$ cat src/rtl/core_pkg.sv
// Shared core definitions for the load/store path: funct3 encodings, LSU FSM
// states, the request bundle and the fault decode.
package core_pkg;

    localparam logic [2:0] F3_B  = 3'b000;
    localparam logic [2:0] F3_H  = 3'b001;
    localparam logic [2:0] F3_W  = 3'b010;
    localparam logic [2:0] F3_BU = 3'b100;
    localparam logic [2:0] F3_HU = 3'b101;

    typedef enum logic [2:0] {
        S_IDLE,
        S_RD,
        S_LDX,
        S_WR,
        S_ERR
    } lsu_state_t;

    typedef struct packed {
        logic        we;
        logic [2:0]  funct3;
        logic [31:0] addr;
        logic [31:0] wdata;
    } lsu_op_t;

    // Illegal funct3 for the direction, misaligned half/word, or word index past memory.
    function automatic logic op_fault(input lsu_op_t op, input int unsigned mem_words);
        logic illegal;
        logic misal;
        logic oor;
        if (op.we)
            illegal = !(op.funct3 inside {F3_B, F3_H, F3_W});
        else
            illegal = !(op.funct3 inside {F3_B, F3_H, F3_W, F3_BU, F3_HU});
        misal = ((op.funct3 == F3_H || op.funct3 == F3_HU) && op.addr[0]) ||
                (op.funct3 == F3_W && op.addr[1:0] != 2'b00);
        oor   = {2'b00, op.addr[31:2]} >= 32'(mem_words);
        return illegal | misal | oor;
    endfunction

endpackage

$ cat src/rtl/lsu_if.sv
// Request/response handshake between the execute stage (master) and the LSU (slave).
interface lsu_if;
    logic        req_valid;
    logic        req_ready;
    logic        req_we;
    logic [2:0]  req_funct3;
    logic [31:0] req_addr;
    logic [31:0] req_wdata;
    logic        resp_valid;
    logic [31:0] resp_rdata;
    logic        resp_err;

    modport master (
        output req_valid, req_we, req_funct3, req_addr, req_wdata,
        input  req_ready, resp_valid, resp_rdata, resp_err
    );

    modport slave (
        input  req_valid, req_we, req_funct3, req_addr, req_wdata,
        output req_ready, resp_valid, resp_rdata, resp_err
    );
endinterface

$ cat src/rtl/lsu_align.sv
// Combinational lane logic: load extract/extend and sub-word store merge.
module lsu_align
    import core_pkg::*;
(
    input  logic [1:0]  lane,
    input  logic [2:0]  funct3,
    input  logic [31:0] word,
    input  logic [31:0] wdata,
    output logic [31:0] ld_data,
    output logic [31:0] st_word
);

    logic [7:0]  byte_v;
    logic [15:0] half_v;

    always_comb begin
        byte_v  = word[{lane, 3'b000} +: 8];
        half_v  = lane[1] ? word[31:16] : word[15:0];
        ld_data = word;
        case (funct3)
            F3_B:    ld_data = {{24{byte_v[7]}}, byte_v};
            F3_BU:   ld_data = {24'h0, byte_v};
            F3_H:    ld_data = {{16{half_v[15]}}, half_v};
            F3_HU:   ld_data = {16'h0, half_v};
            default: ld_data = word;
        endcase
    end

    always_comb begin
        st_word = word;
        case (funct3)
            F3_B: st_word[{lane, 3'b000} +: 8] = wdata[7:0];
            F3_H: begin
                if (lane[1]) st_word[31:16] = wdata[15:0];
                else         st_word[15:0]  = wdata[15:0];
            end
            default: st_word = wdata;
        endcase
    end

endmodule

$ cat src/rtl/lsu.sv
// Load/store unit: accepts one RV32I load/store, drives a single-port word memory
// with registered read, and does sub-word stores as read-modify-write.
module lsu
    import core_pkg::*;
#(
    parameter int unsigned MEM_WORDS = 256
) (
    input  logic        clk,
    input  logic        rst_n,
    lsu_if.slave        bus,
    output logic [31:0] mem_addr,
    output logic        mem_r_enable,
    output logic        mem_w_enable,
    output logic [31:0] mem_wdata,
    input  logic [31:0] mem_rdata
);

    lsu_state_t  state, state_nxt;
    lsu_op_t     req_op;
    logic        accept;
    logic        op_we;
    logic [2:0]  op_f3;
    logic [1:0]  op_lane;
    logic [31:0] op_wdata;
    logic [31:0] ld_data;
    logic [31:0] st_word;

    assign req_op = '{we: bus.req_we, funct3: bus.req_funct3,
                      addr: bus.req_addr, wdata: bus.req_wdata};
    assign bus.req_ready = (state == S_IDLE);
    assign accept        = bus.req_valid && (state == S_IDLE);

    lsu_align u_align (
        .lane    (op_lane),
        .funct3  (op_f3),
        .word    (mem_rdata),
        .wdata   (op_wdata),
        .ld_data (ld_data),
        .st_word (st_word)
    );

    always_ff @(posedge clk or negedge rst_n) begin
        if (!rst_n) state <= S_IDLE;
        else        state <= state_nxt;
    end

    always_comb begin
        state_nxt    = state;
        mem_r_enable = 1'b0;
        mem_w_enable = 1'b0;
        case (state)
            S_IDLE: begin
                if (accept) begin
                    if (op_fault(req_op, MEM_WORDS))  state_nxt = S_ERR;
                    else if (req_op.we && req_op.funct3 == F3_W) state_nxt = S_WR;
                    else                              state_nxt = S_RD;
                end
            end
            S_RD: begin
                mem_r_enable = 1'b1;
                state_nxt    = op_we ? S_WR : S_LDX;
            end
            S_LDX: state_nxt = S_IDLE;
            S_WR: begin
                mem_w_enable = 1'b1;
                state_nxt    = S_IDLE;
            end
            S_ERR:   state_nxt = S_IDLE;
            default: state_nxt = S_IDLE;
        endcase
    end

    // Sub-word stores merge into the word read back in RD; memory holds it through WR.
    assign mem_wdata = (state == S_WR && op_f3 != F3_W) ? st_word : op_wdata;

    always_ff @(posedge clk or negedge rst_n) begin
        if (!rst_n) begin
            op_we          <= 1'b0;
            op_f3          <= 3'b000;
            op_lane        <= 2'b00;
            op_wdata       <= 32'h0;
            mem_addr       <= 32'h0;
            bus.resp_valid <= 1'b0;
            bus.resp_err   <= 1'b0;
            bus.resp_rdata <= 32'h0;
        end else begin
            bus.resp_valid <= (state == S_LDX) || (state == S_WR) || (state == S_ERR);
            bus.resp_err   <= (state == S_ERR);
            if (accept) begin
                op_we    <= req_op.we;
                op_f3    <= req_op.funct3;
                op_lane  <= req_op.addr[1:0];
                op_wdata <= req_op.wdata;
                mem_addr <= {req_op.addr[31:2], 2'b00};
            end
            case (state)
                S_LDX:       bus.resp_rdata <= ld_data;
                S_WR, S_ERR: bus.resp_rdata <= 32'h0;
                default:     ;
            endcase
        end
    end

endmodule

$ cat src/flat_wrapper.sv
// flat-port wrapper written by rule: the top's interface ports become plain ports
module lsu_flat import core_pkg::*;
#(
    parameter int unsigned MEM_WORDS = 256
)
  (clk, rst_n, mem_addr, mem_r_enable, mem_w_enable, mem_wdata, mem_rdata, bus_req_valid, bus_req_we, bus_req_funct3, bus_req_addr, bus_req_wdata, bus_req_ready, bus_resp_valid, bus_resp_rdata, bus_resp_err);
  lsu_if bus_i ();
  input  logic clk;
  input  logic rst_n;
  output logic [31:0] mem_addr;
  output logic mem_r_enable;
  output logic mem_w_enable;
  output logic [31:0] mem_wdata;
  input  logic [31:0] mem_rdata;
  input wire logic [$bits(bus_i.req_valid)-1:0] bus_req_valid;
  input wire logic [$bits(bus_i.req_we)-1:0] bus_req_we;
  input wire logic [$bits(bus_i.req_funct3)-1:0] bus_req_funct3;
  input wire logic [$bits(bus_i.req_addr)-1:0] bus_req_addr;
  input wire logic [$bits(bus_i.req_wdata)-1:0] bus_req_wdata;
  output wire logic [$bits(bus_i.req_ready)-1:0] bus_req_ready;
  output wire logic [$bits(bus_i.resp_valid)-1:0] bus_resp_valid;
  output wire logic [$bits(bus_i.resp_rdata)-1:0] bus_resp_rdata;
  output wire logic [$bits(bus_i.resp_err)-1:0] bus_resp_err;
  assign bus_i.req_valid = bus_req_valid;
  assign bus_i.req_we = bus_req_we;
  assign bus_i.req_funct3 = bus_req_funct3;
  assign bus_i.req_addr = bus_req_addr;
  assign bus_i.req_wdata = bus_req_wdata;
  assign bus_req_ready = bus_i.req_ready;
  assign bus_resp_valid = bus_i.resp_valid;
  assign bus_resp_rdata = bus_i.resp_rdata;
  assign bus_resp_err = bus_i.resp_err;
  lsu #(.MEM_WORDS(MEM_WORDS)) u_core (.clk(clk), .rst_n(rst_n), .bus(bus_i), .mem_addr(mem_addr), .mem_r_enable(mem_r_enable), .mem_w_enable(mem_w_enable), .mem_wdata(mem_wdata), .mem_rdata(mem_rdata));
endmodule
$ cat config.mk
export PLATFORM = sky130hd
export DESIGN_NAME = lsu_flat
export DESIGN_NICKNAME = d
export VERILOG_FILES = /design/src/rtl/core_pkg.sv /design/src/rtl/lsu_if.sv /design/src/rtl/lsu_align.sv /design/src/rtl/lsu.sv /design/src/flat_wrapper.sv
export SDC_FILE = /design/constraint.sdc
export NUM_CORES = 1
export LEC_CHECK = 0
export BUFFER_PORTS_ARGS = -buffer_cell sky130_fd_sc_hd__buf_2
export CAP_MARGIN = 25
export CELL_PAD_IN_SITES_DETAIL_PLACEMENT = 1
export CELL_PAD_IN_SITES_GLOBAL_PLACEMENT = 2
export CORE_MARGIN = 2
export CORE_UTILIZATION = 31
export CTS_CLUSTER_SIZE = 20
export DETAILED_ROUTE_END_ITERATION = 12
export PLACE_DENSITY = 0.89
export SLEW_MARGIN = 20
export SYNTH_ARGS = -nofsm -noshare
export SYNTH_HDL_FRONTEND = slang
export SYNTH_HIERARCHICAL = 1
export SYNTH_SLANG_ARGS = --single-unit
export TNS_END_PERCENT = 100
$ cat constraint.sdc
create_clock -name clk -period 3.19 [get_ports clk]
set_input_delay 0.4785 -clock clk [delete_from_list [all_inputs] [get_ports clk]]
set_output_delay 0.4785 -clock clk [all_outputs]
set_load 0.05 [all_outputs]
==> impl_metrics.csv, run 1 <==
group,metric,value,unit
routing,via_count,5535,
yosys,async_flop_share,1.00,
timing,skew,17.8,ps
cts,cts_tree,"done",
timing,fmax,325,MHz
yosys,synth_top_cells_by_count,"105 x dfrtp_1, 96 x mux2_2, 56 x a22o_1",
routing,ant_nets,0,
cts,numCtsBuffers,9,
cts,root_buffer,"clkbuf_16",
global_routing,track_usage,0.211,
worst_setup_path,crit_arrival,2590,ps
power,p_seq_frac,0.365,
place,place_area,0.00735,mm²
place,pre_cts_ws,407,ps
yosys,postSynthAreaPerCell,10.8,µm²
yosys,synth_most_common_cell,"dfrtp_1",
worst_setup_path,critPathRequiredTime,2710,ps
yosys,synth_top_cell_area_share,0.430,
power,ir_drop,0.000305,V
yosys,synthCells,564,
place,dp_hpwl,16.5,mm
die,start_util,0.315,
layout,area_delta_synth_final,25.8,%
die,die_y,144,µm
place,io_buffers,201,
yosys,synth_edf_count,0,
yosys,yosysTopAreaCell,"dfrtp_1",
hold_path,hp-class,"input port to async pin",
worst_setup_path,endpoint_kind,"primary output",
worst_setup_path,worstPathCellList,"inv_2, ha_1, or3_4, o21ai_0, a22o_1, mux2_2, buf_2",
global_routing,grt_overflow,0,
global_routing,grt_pass1_wl,33.3,mm
timing,finalSetupTns,0,ps
job,maxCapViolations,0,
power,switching_share,0.412,
timing,fin_hold_ws,156,ps
cts,clock_path_buffers,2,
cts,cts_max_level,3,
worst_setup_path,path_class,"register to primary output",
worst_setup_path,slowest_stage,"dfrtp_2",
timing,period_share,0.963,
power,pwr-share-clk,0.270,
timing,setup_slack,117,ps
global_routing,grt_antenna_before_repair,2,
die,die_area,0.0208,mm²
die,ios,204,
yosys,ys_ff_latch,105,
power,power_frac_comb,0.365,
outcome,status,"completed",
routing,drt_wl_total,22.0,mm
layout,finalInstanceArea,0.00768,mm²
cts,clock-sinks,105,
global_routing,grt_max_degree,56,
power,p_sw,1790,µW
routing,via_per_inst,5.40,
layout,drive_gt1_frac,0.464,
cts,ctsResizeCount,0,
die,coreArea,0.0194,mm²
worst_setup_path,cp_top_family,"flip-flops",
yosys,yosys.cell_types.count,55,
cts,clk_pin_slew,90,ps
timing,worst-slew-pin-transition,876,ps
yosys,yosysWarnings,6,
power,p_per_area,567,mW/mm²
routing,wl_per_cell,21.5,µm
worst_setup_path,startpoint_type,"register",
global_routing,grt_pass1_vias,5786,
yosys,netlist_area,0.00610,mm²
timing,rsz0062_at_grt,"false",
cts,cts_hold_repair.buffers,0,
timing,max_slew_margin,0.414,
layout,fin_nets,862,
worst_setup_path,slowest_delay,460,ps
routing,drcViolationCount,0,
cts,insertion_delay,370,ps
worst_setup_path,crit_buf_inv,2,
routing,first_pass_iters,5,
cts,postCtsSetupBuffers,0,
yosys,synth_area_leaders,"dfrtp_1 43%, mux2_2 18%, a22o_1 8.0%, a21oi_1 3.9%, mux2i_1 3.6%",
yosys,dominantRegCellSynth,"dfrtp_1",
timing,maxSlewViolCount,0,
yosys,seq_area_frac_synth,0.430,
power,power.internal,2560,µW
timing,setup_viol,0,
routing,drtIter0Drc,362,
die,die_w,144,µm
timing,min_period,3070,ps
place,place_congestion,0.899,
power,p_leak,0.00370,µW
die,row_count,51,
timing,hold_viol,0,
worst_setup_path,cp_max_fo,11,
-- layer usage --
layer,part of all wire,vias up,track usage,wire length [µm]
met5,0.00041,-,0,9
met4,0.015,2,0.0613,339
met3,0.071,25,0.0454,1560
met2,0.49,217,0.351,10700
met1,0.43,2796,0.276,9410
li1,-,2495,-,-
-- power groups by stage --
stage	clock network [µW]	logic [µW]	registers [µW]
final	1180	1590	1590
after global routing	1260	1700	1610
after CTS	1220	1580	1590
after detailed placement	0	1580	1620
after global placement	0	1560	1610
after floorplan	0	939	1780
-- final cells by class --
cell class              instances  area, µm²
clock inverters                 7       91.3
repair buffers                215       1110
multi-input cells             413       3250
clock buffers                   9        225
flip-flops and latches        105       2630
inverters                      10       37.5
fillers                      2285      11700
diodes                          1       2.50
well taps                     265        332
-- cell usage in the layout, fill, tap and decap left out, types with 3 or more instances in the layout --
cell type  count
a21oi_1       47
a22o_1        56
a22oi_1        7
a31o_2         3
and3_1         7
buf_2        200
buf_4         15
clkbuf_16      9
clkinv_8       3
dfrtp_1      103
ha_1           4
inv_1          5
inv_2          3
inv_8          3
mux2_1         5
mux2_2        96
mux2i_1       22
nand2_1       54
nand2b_1      11
nor2_1         9
nor3_1         9
nor3_2         3
nor4_1         5
o211ai_1       6
o21ai_0       27
o221ai_1       8
-- logic make-up (layout without fill, tap and decap cells) --
logic type	after synthesis	after routing	share of synthesized area
AOI/OAI and AO/OA	166	166	0.192
adders and majority gates	5	5	0.0102
buffers and inverters	47	241	0.0430
DFF	105	105	0.430
muxes	124	124	0.226
other	1	3	0.000614
and+or+nand+nor	116	116	0.0980
-- flip-flops by register name (all words and copies together), names as in the netlist --
name / cells
u_core/bus.resp_err: 1
u_core/mem_addr: 30
u_core/bus.resp_rdata: 32
u_core/bus.resp_valid: 1
u_core/state: 3
u_core/op_f3: 3
u_core/op_wdata: 32
u_core/op_lane: 2
u_core/op_we: 1
-- stage by stage --
step                std cells  utilization  total power, µW
global placement         1008        0.379             3160
finish                   1025        0.396             4360
detailed placement       1008        0.379             3190
floorplan                 565            -             2720
CTS                      1024        0.395             4390
global route             1025        0.396             4570
-- path summary, 6_finish.rpt --
path | from | endpoint | slack, ps | cells past startpoint
setup / recovery | u_core/op_lane[0]$_DFFE_PN0P_ | mem_wdata[26] | 120 | 7
hold / removal | rst_n | u_core/mem_addr[28]$_DFFE_PN0P_ | 160 | 1
setup reg to reg | u_core/op_lane[1]$_DFFE_PN0P_ | u_core/bus.resp_rdata[25]$_DFFE_PN0P_ | 840 | 6
hold reg to reg | u_core/bus.resp_rdata[14]$_DFFE_PN0P_ | u_core/bus.resp_rdata[14]$_DFFE_PN0P_ | 500 | 1
max in group asynchronous | rst_n | u_core/state[2]$_DFFE_PN0P_ | 2160 | 2
min in group clk | bus_req_wdata[6] | u_core/op_wdata[6]$_DFFE_PN0P_ | 330 | 2
(Power assumes the default switching activity.)
==> inputs of run 2 (changes only) <==
--- a/config.mk
+++ b/config.mk
@@ -9,11 +9,12 @@
 export CAP_MARGIN = 25
 export CELL_PAD_IN_SITES_DETAIL_PLACEMENT = 1
 export CELL_PAD_IN_SITES_GLOBAL_PLACEMENT = 2
-export CORE_MARGIN = 2
+export CORE_MARGIN = 4
 export CORE_UTILIZATION = 31
 export CTS_CLUSTER_SIZE = 20
 export DETAILED_ROUTE_END_ITERATION = 12
 export PLACE_DENSITY = 0.89
+export RECOVER_POWER = 25
 export SLEW_MARGIN = 20
 export SYNTH_ARGS = -nofsm -noshare
 export SYNTH_HDL_FRONTEND = slang
==> impl_metrics.csv, run 2 (synthesized netlist as in run 1, its figures left out) <==
group,metric,value,unit
power,p_per_area,566,mW/mm²
worst_setup_path,crit_arrival,2540,ps
timing,max_slew_margin,0.171,
timing,min_period,3020,ps
power,power.internal,2560,µW
cts,cts_max_level,3,
timing,setup_viol,0,
routing,wl_per_cell,21.6,µm
cts,clock_path_buffers,2,
place,place_area,0.00733,mm²
cts,insertion_delay,370,ps
timing,finalSetupTns,0,ps
power,pwr-share-clk,0.271,
power,power_frac_comb,0.363,
timing,worst-slew-pin-transition,1240,ps
worst_setup_path,crit_buf_inv,2,
worst_setup_path,cp_top_family,"flip-flops",
worst_setup_path,slowest_delay,470,ps
place,place_congestion,0.835,
global_routing,grt_pass1_wl,34.1,mm
cts,cts_hold_repair.buffers,0,
die,start_util,0.315,
die,die_area,0.0220,mm²
routing,via_count,5462,
routing,via_per_inst,5.32,
global_routing,grt_max_degree,49,
die,row_count,51,
layout,final_util,0.395,
power,ir_drop,0.000294,V
place,io_buffers,201,
power,switching_share,0.410,
routing,ant_nets,0,
routing,drt_wl_total,22.1,mm
timing,hold_viol,0,
cts,clk_pin_slew,80,ps
die,ios,204,
worst_setup_path,slowest_stage,"dfrtp_2",
cts,root_buffer,"clkbuf_16",
routing,drcViolationCount,0,
die,die_y,148,µm
worst_setup_path,path_class,"register to primary output",
cts,clock-sinks,105,
worst_setup_path,startpoint_type,"register",
layout,layout_common_cells,"200 x buf_2, 103 x dfrtp_1, 96 x mux2_2",
job,maxCapViolations,0,
worst_setup_path,cp_max_fo,11,
layout,fin_nets,861,
worst_setup_path,endpoint_kind,"primary output",
global_routing,grt_pass1_vias,5804,
cts,cts_tree,"done",
layout,finalInstanceArea,0.00766,mm²
routing,drtIter0Drc,305,
power,p_seq_frac,0.365,
timing,maxSlewViolCount,0,
outcome,status,"completed",
place,dp_hpwl,17.0,mm
hold_path,hp-class,"input port to async pin",
layout,reg_top3,"u_core/bus.resp_rdata (32), u_core/op_wdata (32), u_core/mem_addr (30)",
timing,skew,9.22,ps
global_routing,grt_antenna_before_repair,2,
timing,rsz0062_at_grt,"false",
worst_setup_path,worstPathCellList,"inv_2, ha_1, or3_4, o21ai_0, a22o_1, mux2_2, buf_2",
layout,final_common_cell,"buf_2",
power,p_sw,1780,µW
die,coreArea,0.0194,mm²
layout,area_delta_synth_final,25.5,%
worst_setup_path,critPathRequiredTime,2710,ps
global_routing,track_usage,0.202,
routing,first_pass_iters,7,
cts,numCtsBuffers,9,
power,p_leak,0.00368,µW
timing,period_share,0.945,
global_routing,grt_overflow,0,
timing,fmax,332,MHz
layout,drive_gt1_frac,0.459,
die,die_w,148,µm
-- run 2: cell count changes in the layout (fill, tap and decap cells not counted), sizes merged --
| cell | previous run | this run |
|---|---|---|
| buf | 215 | 212 |
| clkbuf | 9 | 11 |
| diode | 1 | 3 |
-- run 2: timing repair --
item,in CTS,in global routing
gates resized for setup,1,3
buffers inserted,0,0
setup endpoints to repair,1,14
-- run 2: layer usage --
| metal | GRT usage | vias up | routed length (µm) | part of all wire |
|---|---|---|---|---|
| li1 | - | 2504 | - | - |
| met1 | 0.265 | 2739 | 9510 | 0.43 |
| met2 | 0.326 | 187 | 10600 | 0.48 |
| met3 | 0.0609 | 30 | 1570 | 0.071 |
| met4 | 0.0522 | 2 | 433 | 0.020 |
| met5 | 0 | - | 13 | 0.00059 |
-- run 2: path summary, 6_finish.rpt --
kind / startpoint / end / slack, ps / depth (start not counted)
max: u_core/op_lane[0]$_DFFE_PN0P_ / mem_wdata[26] / 170 / 7
min: rst_n / u_core/op_wdata[8]$_DFFE_PN0P_ / 130 / 1
max reg2reg: u_core/op_lane[1]$_DFFE_PN0P_ / u_core/bus.resp_rdata[17]$_DFFE_PN0P_ / 740 / 7
min reg2reg: u_core/bus.resp_rdata[21]$_DFFE_PN0P_ / u_core/bus.resp_rdata[21]$_DFFE_PN0P_ / 510 / 1
max in group asynchronous: rst_n / u_core/op_wdata[18]$_DFFE_PN0P_ / 1500 / 2
min in group clk: bus_req_wdata[6] / u_core/op_wdata[6]$_DFFE_PN0P_ / 340 / 2
-- run 2: metrics by stage --
stage	power, µW	instances	worst slack [ps]	hold WS, ps
2_1_floorplan	2720	565	547	183
3_3_place_gp	3160	1007	484	481
3_5_place_dp	3180	1007	421	489
4_1_cts	4380	1023	106	140
5_1_grt	4570	1024	41.5	166
6_report	4340	1026	174	125
-- run 2: area by class of cell --
type | count | area, µm²
clock buffer | 9 | 225
fill | 2272 | 11700
sequential | 105 | 2630
inverter | 10 | 37.5
multi-input combinational | 413 | 3230
clock inverter | 7 | 93.8
antenna | 3 | 7.51
timing repair buffer | 214 | 1100
tap | 265 | 332
-- run 2: worst reg2reg max path, cell delays in order (launching register included) --
cell and delay, ps:
dfrtp_2 370, buf_4 320, buf_4 350, mux4_2 600, nand2_4 150, o31a_4 270, nand2_1 90, a22o_1 200
-- run 2: power by group through the flow --
stage | registers, µW | logic (µW) | clock network (µW)
after floorplan | 1780 | 939 | 0
after global placement | 1600 | 1550 | 0
after detailed placement | 1610 | 1570 | 0
after CTS | 1580 | 1580 | 1220
after global routing | 1600 | 1700 | 1270
final | 1580 | 1580 | 1180
==> inputs of run 3 (changes only) <==
--- a/config.mk
+++ b/config.mk
@@ -15,6 +15,7 @@
 export DETAILED_ROUTE_END_ITERATION = 12
 export PLACE_DENSITY = 0.89
 export RECOVER_POWER = 25
+export SETUP_SLACK_MARGIN = 0.4
 export SLEW_MARGIN = 20
 export SYNTH_ARGS = -nofsm -noshare
 export SYNTH_HDL_FRONTEND = slang
==> impl_metrics.csv, run 3 (synthesized netlist as in run 1, its figures left out) <==
group,metric,value,unit
place,place_congestion,0.835,
timing,hold_viol,0,
timing,finalSetupTns,0,ps
layout,final_common_cell,"buf_2",
place,pre_cts_ws,421,ps
power,p_leak,0.00385,µW
routing,ant_nets,0,
worst_setup_path,crit_arrival,2250,ps
global_routing,track_usage,0.202,
die,die_y,148,µm
worst_setup_path,slowest_stage,"dfrtp_2",
power,ir_drop,0.000304,V
timing,maxSlewViolCount,0,
cts,root_buffer,"clkbuf_16",
timing,fmax,367,MHz
cts,cts_hold_repair.buffers,0,
routing,wl_per_cell,22.3,µm
timing,period_share,0.855,
routing,via_per_inst,5.34,
layout,drive_gt1_frac,0.499,
global_routing,grt_overflow,0,
routing,drtIter0Drc,345,
timing,rsz0062_at_grt,"false",
worst_setup_path,startpoint_type,"register",
job,maxCapViolations,0,
die,coreArea,0.0194,mm²
die,row_count,51,
timing,setup_slack,463,ps
die,die_w,148,µm
routing,via_count,5578,
timing,max_slew_margin,0.136,
worst_setup_path,critPathRequiredTime,2710,ps
routing,first_pass_iters,5,
worst_setup_path,endpoint_kind,"primary output",
cts,clock_path_buffers,2,
place,place_area,0.00733,mm²
worst_setup_path,slowest_delay,480,ps
layout,reg_top3,"u_core/bus.resp_rdata (32), u_core/op_wdata (32), u_core/mem_addr (30)",
cts,cts_max_level,3,
worst_setup_path,path_class,"register to primary output",
layout,fin_nets,880,
global_routing,grt_antenna_before_repair,2,
layout,area_delta_synth_final,32.9,%
hold_path,hp-class,"input port to async pin",
routing,drt_wl_total,23.3,mm
routing,drcViolationCount,0,
global_routing,grt_pass1_vias,5833,
place,io_buffers,201,
timing,fin_hold_ws,133,ps
worst_setup_path,r2r_slack,980,ps
worst_setup_path,worstPathCellList,"inv_8, ha_4, or3_4, o21ai_1, a22o_1, mux2_2, buf_6",
layout,regArea,0.00264,mm²
die,ios,204,
timing,skew,10.4,ps
layout,layout_common_cells,"183 x buf_2, 98 x dfrtp_1, 96 x mux2_2",
timing,setup_viol,0,
place,dp_hpwl,17.0,mm
timing,worst-slew-pin-transition,1300,ps
cts,clock-sinks,105,
global_routing,grt_max_degree,49,
cts,clk_pin_slew,80,ps
die,start_util,0.315,
cts,numCtsBuffers,9,
power,total_power,4520,µW
layout,multi_input_comb_area,0.00335,mm²
cts,insertion_delay,370,ps
layout,finalInstanceArea,0.00811,mm²
cts,cts_tree,"done",
outcome,status,"completed",
power,p_per_area,558,mW/mm²
layout,nFillCells,2237,
die,die_area,0.0220,mm²
timing,min_period,2730,ps
global_routing,grt_pass1_wl,34.2,mm
worst_setup_path,cp_max_fo,8,
-- run 3: cell types whose count changed in the layout (fill, tap and decap cells not counted), sizes merged --
cell	before	now
or2	1	2
inv	11	13
clkinv	6	4
clkbuf	11	16
buf	212	225
-- run 3: path summary, 6_finish.rpt --
| path | startpoint | end | depth (start not counted) |
|---|---|---|---|
| max | u_core/op_lane[1]$_DFFE_PN0P_ | mem_wdata[24] | 7 |
| max reg2reg | u_core/op_lane[1]$_DFFE_PN0P_ | u_core/bus.resp_rdata[17]$_DFFE_PN0P_ | 7 |
| min in group clk | bus_req_wdata[6] | u_core/op_wdata[6]$_DFFE_PN0P_ | 2 |
| min | rst_n | u_core/op_wdata[8]$_DFFE_PN0P_ | 1 |
| max in group asynchronous | rst_n | u_core/op_wdata[18]$_DFFE_PN0P_ | 2 |
| min reg2reg | u_core/bus.resp_rdata[21]$_DFFE_PN0P_ | u_core/bus.resp_rdata[21]$_DFFE_PN0P_ | 1 |
-- run 3: critical path, delay by kind of cell, from the launching register on --
family | cells | cell delay, ps
buffers and inverters | 2 | 260
adders and majority gates | 1 | 210
DFF | 1 | 480
and+or+nand+nor | 1 | 470
AOI/OAI and AO/OA | 2 | 320
muxes | 1 | 150
-- run 3: area by class of cell --
type                    instances  area share
diodes                          3    0.000926
clock buffers                   9      0.0278
clock inverters                 7      0.0116
inverters                      10     0.00648
multi-input cells             414       0.413
flip-flops and latches        105       0.325
well taps                     265      0.0409
repair buffers                232       0.174
-- run 3: per-stage QoR --
stage          instances  utilization
2_1_floorplan        565            -
3_3_place_gp        1007        0.378
3_5_place_dp        1007        0.378
4_1_cts             1024        0.400
5_1_grt             1043        0.418
6_report            1045        0.418
-- run 3: metal layers --
metal / track usage / part of all wire
met1: 0.267 / 0.43
met2: 0.325 / 0.48
met3: 0.0603 / 0.078
met4: 0.0559 / 0.016
met5: 0 / 0.00056
-- run 3: timing repair --
action	CTS	global route
cloned	0	5
endpoints found under the setup margin	32	32
pin swaps	1	7
gates resized for setup	34	53
hold endpoints to repair	0	0
buffers inserted	1	13
-- run 3: where the power goes --
part,leakage (µW),switching (µW),internal [µW]
clock network,0.000154,606,571
registers,0.00130,136,1460
logic,0.00239,1110,639
total,0.00385,1850,2670
